===== src/rtl/wb_commit_arbiter.sv =====
// Writeback commit stage: merges ALU and buffered LSU results onto the single
// register file write port, with WAW ordering, x0 filtering and forwarding.
module wb_commit_arbiter #(
  parameter int XLEN  = 32,
  parameter int DEPTH = 2
) (
  input  logic            clk,
  input  logic            reset,
  input  logic            alu_valid,
  input  logic [4:0]      alu_rd,
  input  logic [XLEN-1:0] alu_data,
  input  logic            lsu_valid,
  output logic            lsu_ready,
  input  logic [4:0]      lsu_rd,
  input  logic [XLEN-1:0] lsu_data,
  output logic            rf_regwrite,
  output logic [4:0]      rf_rd,
  output logic [XLEN-1:0] rf_wdata,
  input  logic [4:0]      fwd_rs1,
  input  logic [4:0]      fwd_rs2,
  output logic            fwd_hit1,
  output logic            fwd_hit2,
  output logic [XLEN-1:0] fwd_data1,
  output logic [XLEN-1:0] fwd_data2,
  output logic            busy
);

  localparam int PTR_W = $clog2(DEPTH);
  localparam int CNT_W = PTR_W + 1;

  logic [DEPTH-1:0] fifo_live;
  logic [4:0]       fifo_rd   [DEPTH];
  logic [XLEN-1:0]  fifo_data [DEPTH];
  logic [PTR_W-1:0] wr_ptr;
  logic [PTR_W-1:0] rd_ptr;
  logic [CNT_W-1:0] count;

  logic fifo_empty;
  logic alu_issue;
  logic pop;
  logic enq;
  logic enq_live;

  assign fifo_empty = (count == '0);
  assign lsu_ready  = !reset && (count < CNT_W'(DEPTH));
  assign alu_issue  = alu_valid && (alu_rd != 5'd0);
  // The ALU always owns the write slot when valid, even for x0.
  assign pop        = !alu_valid && !fifo_empty;
  // An x0 LSU result completes its handshake but is never stored.
  assign enq        = lsu_valid && lsu_ready && (lsu_rd != 5'd0);
  // A same-cycle LSU result is older than the ALU one, so it arrives already dead.
  assign enq_live   = !(alu_issue && (alu_rd == lsu_rd));
  assign busy       = !fifo_empty || rf_regwrite;

  always_ff @(posedge clk) begin
    if (reset) begin
      rf_regwrite <= 1'b0;
      rf_rd       <= '0;
      rf_wdata    <= '0;
    end else if (alu_valid) begin
      rf_regwrite <= alu_issue;
      rf_rd       <= alu_issue ? alu_rd : 5'd0;
      rf_wdata    <= alu_issue ? alu_data : '0;
    end else if (pop && fifo_live[rd_ptr]) begin
      rf_regwrite <= 1'b1;
      rf_rd       <= fifo_rd[rd_ptr];
      rf_wdata    <= fifo_data[rd_ptr];
    end else begin
      rf_regwrite <= 1'b0;
      rf_rd       <= '0;
      rf_wdata    <= '0;
    end
  end

  always_ff @(posedge clk) begin
    if (reset) begin
      fifo_live <= '0;
      wr_ptr    <= '0;
      rd_ptr    <= '0;
      count     <= '0;
    end else begin
      for (int i = 0; i < DEPTH; i++) begin
        if (alu_issue && (fifo_rd[i] == alu_rd)) begin
          fifo_live[i] <= 1'b0;
        end
      end
      if (pop) begin
        fifo_live[rd_ptr] <= 1'b0;
        rd_ptr            <= rd_ptr + PTR_W'(1);
      end
      if (enq) begin
        fifo_live[wr_ptr] <= enq_live;
        fifo_rd[wr_ptr]   <= lsu_rd;
        fifo_data[wr_ptr] <= lsu_data;
        wr_ptr            <= wr_ptr + PTR_W'(1);
      end
      count <= count + CNT_W'(enq) - CNT_W'(pop);
    end
  end

  // Scan oldest to newest so newer live FIFO entries override older ones and the output stage.
  always_comb begin
    logic [PTR_W-1:0] idx;
    fwd_hit1  = 1'b0;
    fwd_data1 = '0;
    fwd_hit2  = 1'b0;
    fwd_data2 = '0;
    idx       = '0;
    if (rf_regwrite && (fwd_rs1 != 5'd0) && (rf_rd == fwd_rs1)) begin
      fwd_hit1  = 1'b1;
      fwd_data1 = rf_wdata;
    end
    if (rf_regwrite && (fwd_rs2 != 5'd0) && (rf_rd == fwd_rs2)) begin
      fwd_hit2  = 1'b1;
      fwd_data2 = rf_wdata;
    end
    for (int i = 0; i < DEPTH; i++) begin
      idx = rd_ptr + PTR_W'(i);
      if ((CNT_W'(i) < count) && fifo_live[idx]) begin
        if ((fwd_rs1 != 5'd0) && (fifo_rd[idx] == fwd_rs1)) begin
          fwd_hit1  = 1'b1;
          fwd_data1 = fifo_data[idx];
        end
        if ((fwd_rs2 != 5'd0) && (fifo_rd[idx] == fwd_rs2)) begin
          fwd_hit2  = 1'b1;
          fwd_data2 = fifo_data[idx];
        end
      end
    end
  end

endmodule

===== config.mk =====
export PLATFORM = sky130hd
export DESIGN_NAME = wb_commit_arbiter
export DESIGN_NICKNAME = d
export VERILOG_FILES = /design/src/rtl/wb_commit_arbiter.sv
export SDC_FILE = /design/constraint.sdc
export NUM_CORES = 1
export LEC_CHECK = 0
export ABC_AREA = 0
export ABC_CLOCK_PERIOD_IN_PS = 6000
export BUFFER_PORTS_ARGS = -buffer_cell sky130_fd_sc_hd__buf_2
export CAP_MARGIN = 20
export CELL_PAD_IN_SITES_DETAIL_PLACEMENT = 1
export CELL_PAD_IN_SITES_GLOBAL_PLACEMENT = 2
export CORE_AREA = 2 2 207 107
export CTS_CLUSTER_DIAMETER = 30
export DETAILED_ROUTE_END_ITERATION = 10
export DIE_AREA = 0 0 209 109
export GPL_TIMING_DRIVEN = 0
export PLACE_DENSITY_LB_ADDON = 0.25
export SLEW_MARGIN = 15
export SYNTH_ARGS = -nofsm -noshare
export SYNTH_HDL_FRONTEND = slang
export SYNTH_SLANG_ARGS = --single-unit

===== constraint.sdc =====
create_clock -name clk -period 6 [get_ports clk]
set_input_delay 1.2 -clock clk [delete_from_list [all_inputs] [get_ports clk]]
set_output_delay 1.2 -clock clk [all_outputs]
set_load 0.01 [all_outputs]

; ---- Word level (Yosys, flattened, before mapping)
; Memory sizes are Yosys's and may differ from the RTL's. A register that Yosys moved wholly into a read port is not among the register bits.
; Index checks and enable logic that the tools add are counted.
[word_totals]
reg_bits = 44
ramBits = 74
inputBits = 88
wordCells = 114
mem_count = 2
[memory_table]
columns = memory, depth, width, read_ports, rd_clocked_by_memory_dff, write_ports, line
row1 = fifo_data, 2, 32, 2, 1, 1, 33  ; logic [XLEN-1:0] fifo_data [DEPTH];
row2 = fifo_rd, 2, 5, 4, 1, 1, 32  ; logic [4:0] fifo_rd [DEPTH];
[op_classes]
addsub = 4
magnitude_cmp = 8
eq_ne = 9
muxes = 51
n_bitwise = 2
n_reduce_logical = 31
[ops]
columns = cell, n
row1 = $mux W32, 13
row2 = $eq A5 B5 Y1, 9
row3 = $mux W1, 29
row4 = $logic_and A1 B1 Y1, 21
row5 = $reduce_bool A5 Y1, 4
row6 = $mux W5, 3
row7 = $lt A1 B2 Y1 const B, 3
row8 = $mux W2, 3
row9 = $logic_not A1 Y1, 4
row10 = $lt A1 B2 Y1 const A, 2
row11 = $add A1 B1 Y1 const B, 2
row12 = $add A2 B1 Y2, 1
row13 = $and A2 B2 Y2, 1
row14 = $bwmux W2, 1
row15 = $demux W1 S1, 2
row16 = $ge A1 B1 Y1 const B, 2
row17 = $logic_not A2 Y1, 1
row18 = $lt A2 B2 Y1 const B, 1
row19 = $not A2 Y2, 1
row20 = $sub A2 B1 Y2, 1
row21 = $logic_or A1 B1 Y1, 1

; ---- Longest topological paths before layout
[logic_depth]
depth_word = 10
mapped_depth = 10
ltp_nobuf = 8

; ---- Least setup slack after synthesis
; Ideal clock, no wire load.
[synth_timing]
path_type = input-to-output
start = in fwd_rs1[1]
end = out fwd_data1[0]
arrival_time_ps = 2976
required_ps = 4800
path_slack_ps = 1824
path_stages = 8
path_cell_list = or4_1 nor2_1 a211o_1 buf_2 buf_2 clkbuf_1 o211ai_1 a31oi_1
[synth_via]
elab_chain_cells = 8
word_cells_on_any_way = 13
[synth_rtl]
columns = item, line
row1 = "start, declared", 19  ; input logic [4:0] fwd_rs1,
row2 = $reduce_bool A5 Y1, "109, 120"
row3 = $logic_and A1 B1 Y1 (2 in a row), 109  ; if (rf_regwrite && (fwd_rs1 != 5'd0) && (rf_rd == fwd_rs1)) begin
row4 = $mux W32, 109
row5 = $mux W32, 120  ; if ((fwd_rs1 != 5'd0) && (fifo_rd[idx] == fwd_rs1)) begin
row6 = $mux W32, 119  ; if ((CNT_W'(i) < count) && fifo_live[idx]) begin
row7 = $mux W32, 120
row8 = $mux W32 (*), 119
row9 = "end, declared", 23  ; output logic [XLEN-1:0] fwd_data1,
; Mark *: on every way between the ends. The rest lies on a longest branch, timed or not.

; ---- Final worst setup path
[layout_timing]
start = in fwd_rs1[1]
end = out fwd_data1[8]
; Same word-level chain as after synthesis.

==> run metrics <==
outcome finished, final reports clean; skew final 12.38 ps; Mapped Cells 724; relative slew slack 0.3166; area of the multi-input gates 3796 um2; setup tns final 0 ps; fin nets 1,026; hold crit path type reg -> reg; clock root cell clkbuf_16; Net Count, Synth 814; synthesized area 7273 um2; number of max-cap violations 0; dominant synthesized flop cell edfxtp_1; dominant cell by count in the synthesized netlist edfxtp_1; Post-DP Area 8680 um2; total wire length 31,540 um; sequential fraction of the synthesis area 0.4294; Chip Height 109 um; via count 7,208; EDFF count, synth 74; Post CTS Setup Buffer Count 0; DR WL/cell 25.62 um; # rows 38; Initial Util 0.3438; RSZ-0062 raised after global routing no; ys async rst share 0; Synth Register Bits 119; met3 wire len 2181 um; hold endpoint count[1]; clk_lat worst skew 440 ps; worst r2r dst rf_wdata[24]; H-Tree Depth 4; post-synthesis cell type count 43; Layout area overhead 27.34%; Worst Path Required 4800 ps; final std cells w/o fill 1,231; Design Area, Final 9261 um2; worst r2r path cells 9; Filler cells 2,453; largest net degree at the start of global routing 22; post-CTS sizing 0; Hold Startpoint count[1]; Slew @ Worst Pin 1025 ps; vias in the first global route 7,310; # IOs 194; dpl hpwl 23,190 um; largest cells by area after synthesis edfxtp_1 (31%), dfxtp_1 (12%), o211ai_1 (7.1%), mux2_2 (6.3%), a31oi_1 (5.5%); synth warn 0; share of the synthesized area in the top cell type 0.3055; critical path's largest stage delay 580 ps; Die Wd 209 um; hold path depth 2; Vias/cell 5.855; Overflow after GRT 0; FF+latch area 3123 um2; Arr. time, crit path 4060 ps; Cell Chain, Critical Path buf_2 > or4_1 > nor2_1 > a211o_1 > buf_2 > buf_2 > clkbuf_1 > o211ai_1 > a31oi_1 > buf_2; slowest CP cell or4_1; first-pass GRT wire length 46,330 um; routed wl met2 13,100 um; overall global routing resource usage 0.2783; pwr dens 309.1 nW/um2; synth cell count leaders edfxtp_1 (74), o211ai_1 (69), nor3_1 (67); initial antenna violation count 2; Worst Setup End Kind primary output; R2R Setup Slk 2920 ps; worst r2r src rd_ptr; CP max FO 10; top sig layer met5; Hold Fails Final Rpt 0; met1 WL 15,860 um; total power 2.863 mW; DRT Pass-1 Iters 5; RD Place Congestion 0.8900; Slew Limit Fails 0; Max IR drop VDD 183.2 uV; layout cells sized above 1 0.3130; drt drc 0; maximum clock rate 190.2 MHz; crit path time final 5258 ps; core region area 21,160 um2; critical path type in -> out; die area 22,780 um2; # clock sinks 119; Synth Area per Inst 10.05 um2; Worst setup SP type primary input; TritonCTS clock tree yes; Clock Pin Slew Worst Setup and Hold Paths 70 ps; Final ANT Viol Nets 0; # setup viols final 0; DRT iter0 DRCs 555; hold buffers post-CTS 0; Lkg Pwr 3.393 nW; Cells after DPL 1,197; most used cell, CP buf_2; port bufs 189; CTS Buffer Depth 2; area leader, netlist edfxtp_1; Num CTS Buffers 17; part of the cycle the worst path needs 0.8763
[worst max path at each step]
stage / slack (ps) / cells after the start / startpoint / to
6_report: 740 / 10 / fwd_rs1[1] / fwd_data1[8]
5_1_grt: 600 / 10 / fwd_rs1[1] / fwd_data1[8]
2_1_floorplan: 1820 / 8 / fwd_rs1[1] / fwd_data1[0]
3_5_place_dp: 840 / 10 / fwd_rs1[1] / fwd_data1[8]
4_1_cts: 820 / 10 / fwd_rs1[1] / fwd_data1[8]
3_3_place_gp: 280 / 6 / reset / fifo_live[1]
[cell families after synthesis]
logic type / count (synthesis) / synth area share
AND/OR/NAND/NOR: 215 / 0.1602
adder cells (fa/ha/maj): 2 / 0.003440
multiplexers: 77 / 0.1192
flip-flops: 119 / 0.4294
AO/OA/AOI/OAI: 181 / 0.1799
buffers and inverters: 84 / 0.05247
XOR/XNOR: 46 / 0.05539
[registers in the layout, indices dropped and copies added, names as in the netlist, named ones only]
| name | count |
|---|---|
| rf_regwrite | 1 |
| rd_ptr | 1 |
| rf_rd | 5 |
| fifo_live | 2 |
| rf_wdata | 32 |
| count | 2 |
| wr_ptr | 1 |
| fifo_data | 64 |
| fifo_rd | 10 |
[worst max-delay path, delay by kind of cell]
kind	cells	cell delay, ps
compound gates	3	710
buf+inv	5	1380
simple gates	2	750
[routing by layer]
metal | vias up | track usage
li1 | 3235 | -
met1 | 3621 | 0.4220
met2 | 314 | 0.4019
met3 | 36 | 0.05904
met4 | 2 | 0.06020
met5 | - | 0
[metrics by stage]
step / util / hold slack [ps] / setup slack [ps]
global placement: 0.4050 / 537.1 / 283.2
floorplan: - / 521.5 / 1824
detailed placement: 0.4102 / 623.5 / 837.5
global route: 0.4375 / 686.4 / 597.3
finish: 0.4377 / 651.5 / 742.0
CTS: 0.4375 / 650.3 / 817.7
[power by group]
part	internal [mW]	switching, mW
Combinational	0.316	0.545
Sequential	0.940	0.0465
Clock	0.594	0.422
Total	1.85	1.01
[layout make-up]
class	count	area share
Sequential cell	119	0.3372
Timing Repair Buffer	193	0.1111
Clock inverter	14	0.01364
Multi-Input combinational cell	521	0.4099
Buffer	80	0.03958
Inverter	4	0.001621
Antenna cell	2	0.0005404
Clock buffer	18	0.04864
Tap cell	280	0.03783
[layout by cell type, fill, tap and decap left out, drive strengths merged, types with 7 or more instances in the layout]
cell type	instances
buf	211
a2bb2oi	25
a22oi	7
or4	8
edfxtp	74
clkbuf	80
nand2	9
clkinv	7
xor2	20
nor3	67
xnor2	26
or3b	8
o211ai	69
mux2	41
or3	51
nor2	48
nand3b	7
dfxtp	45
mux2i	36
a31oi	64
(Power assumes the default switching activity.)
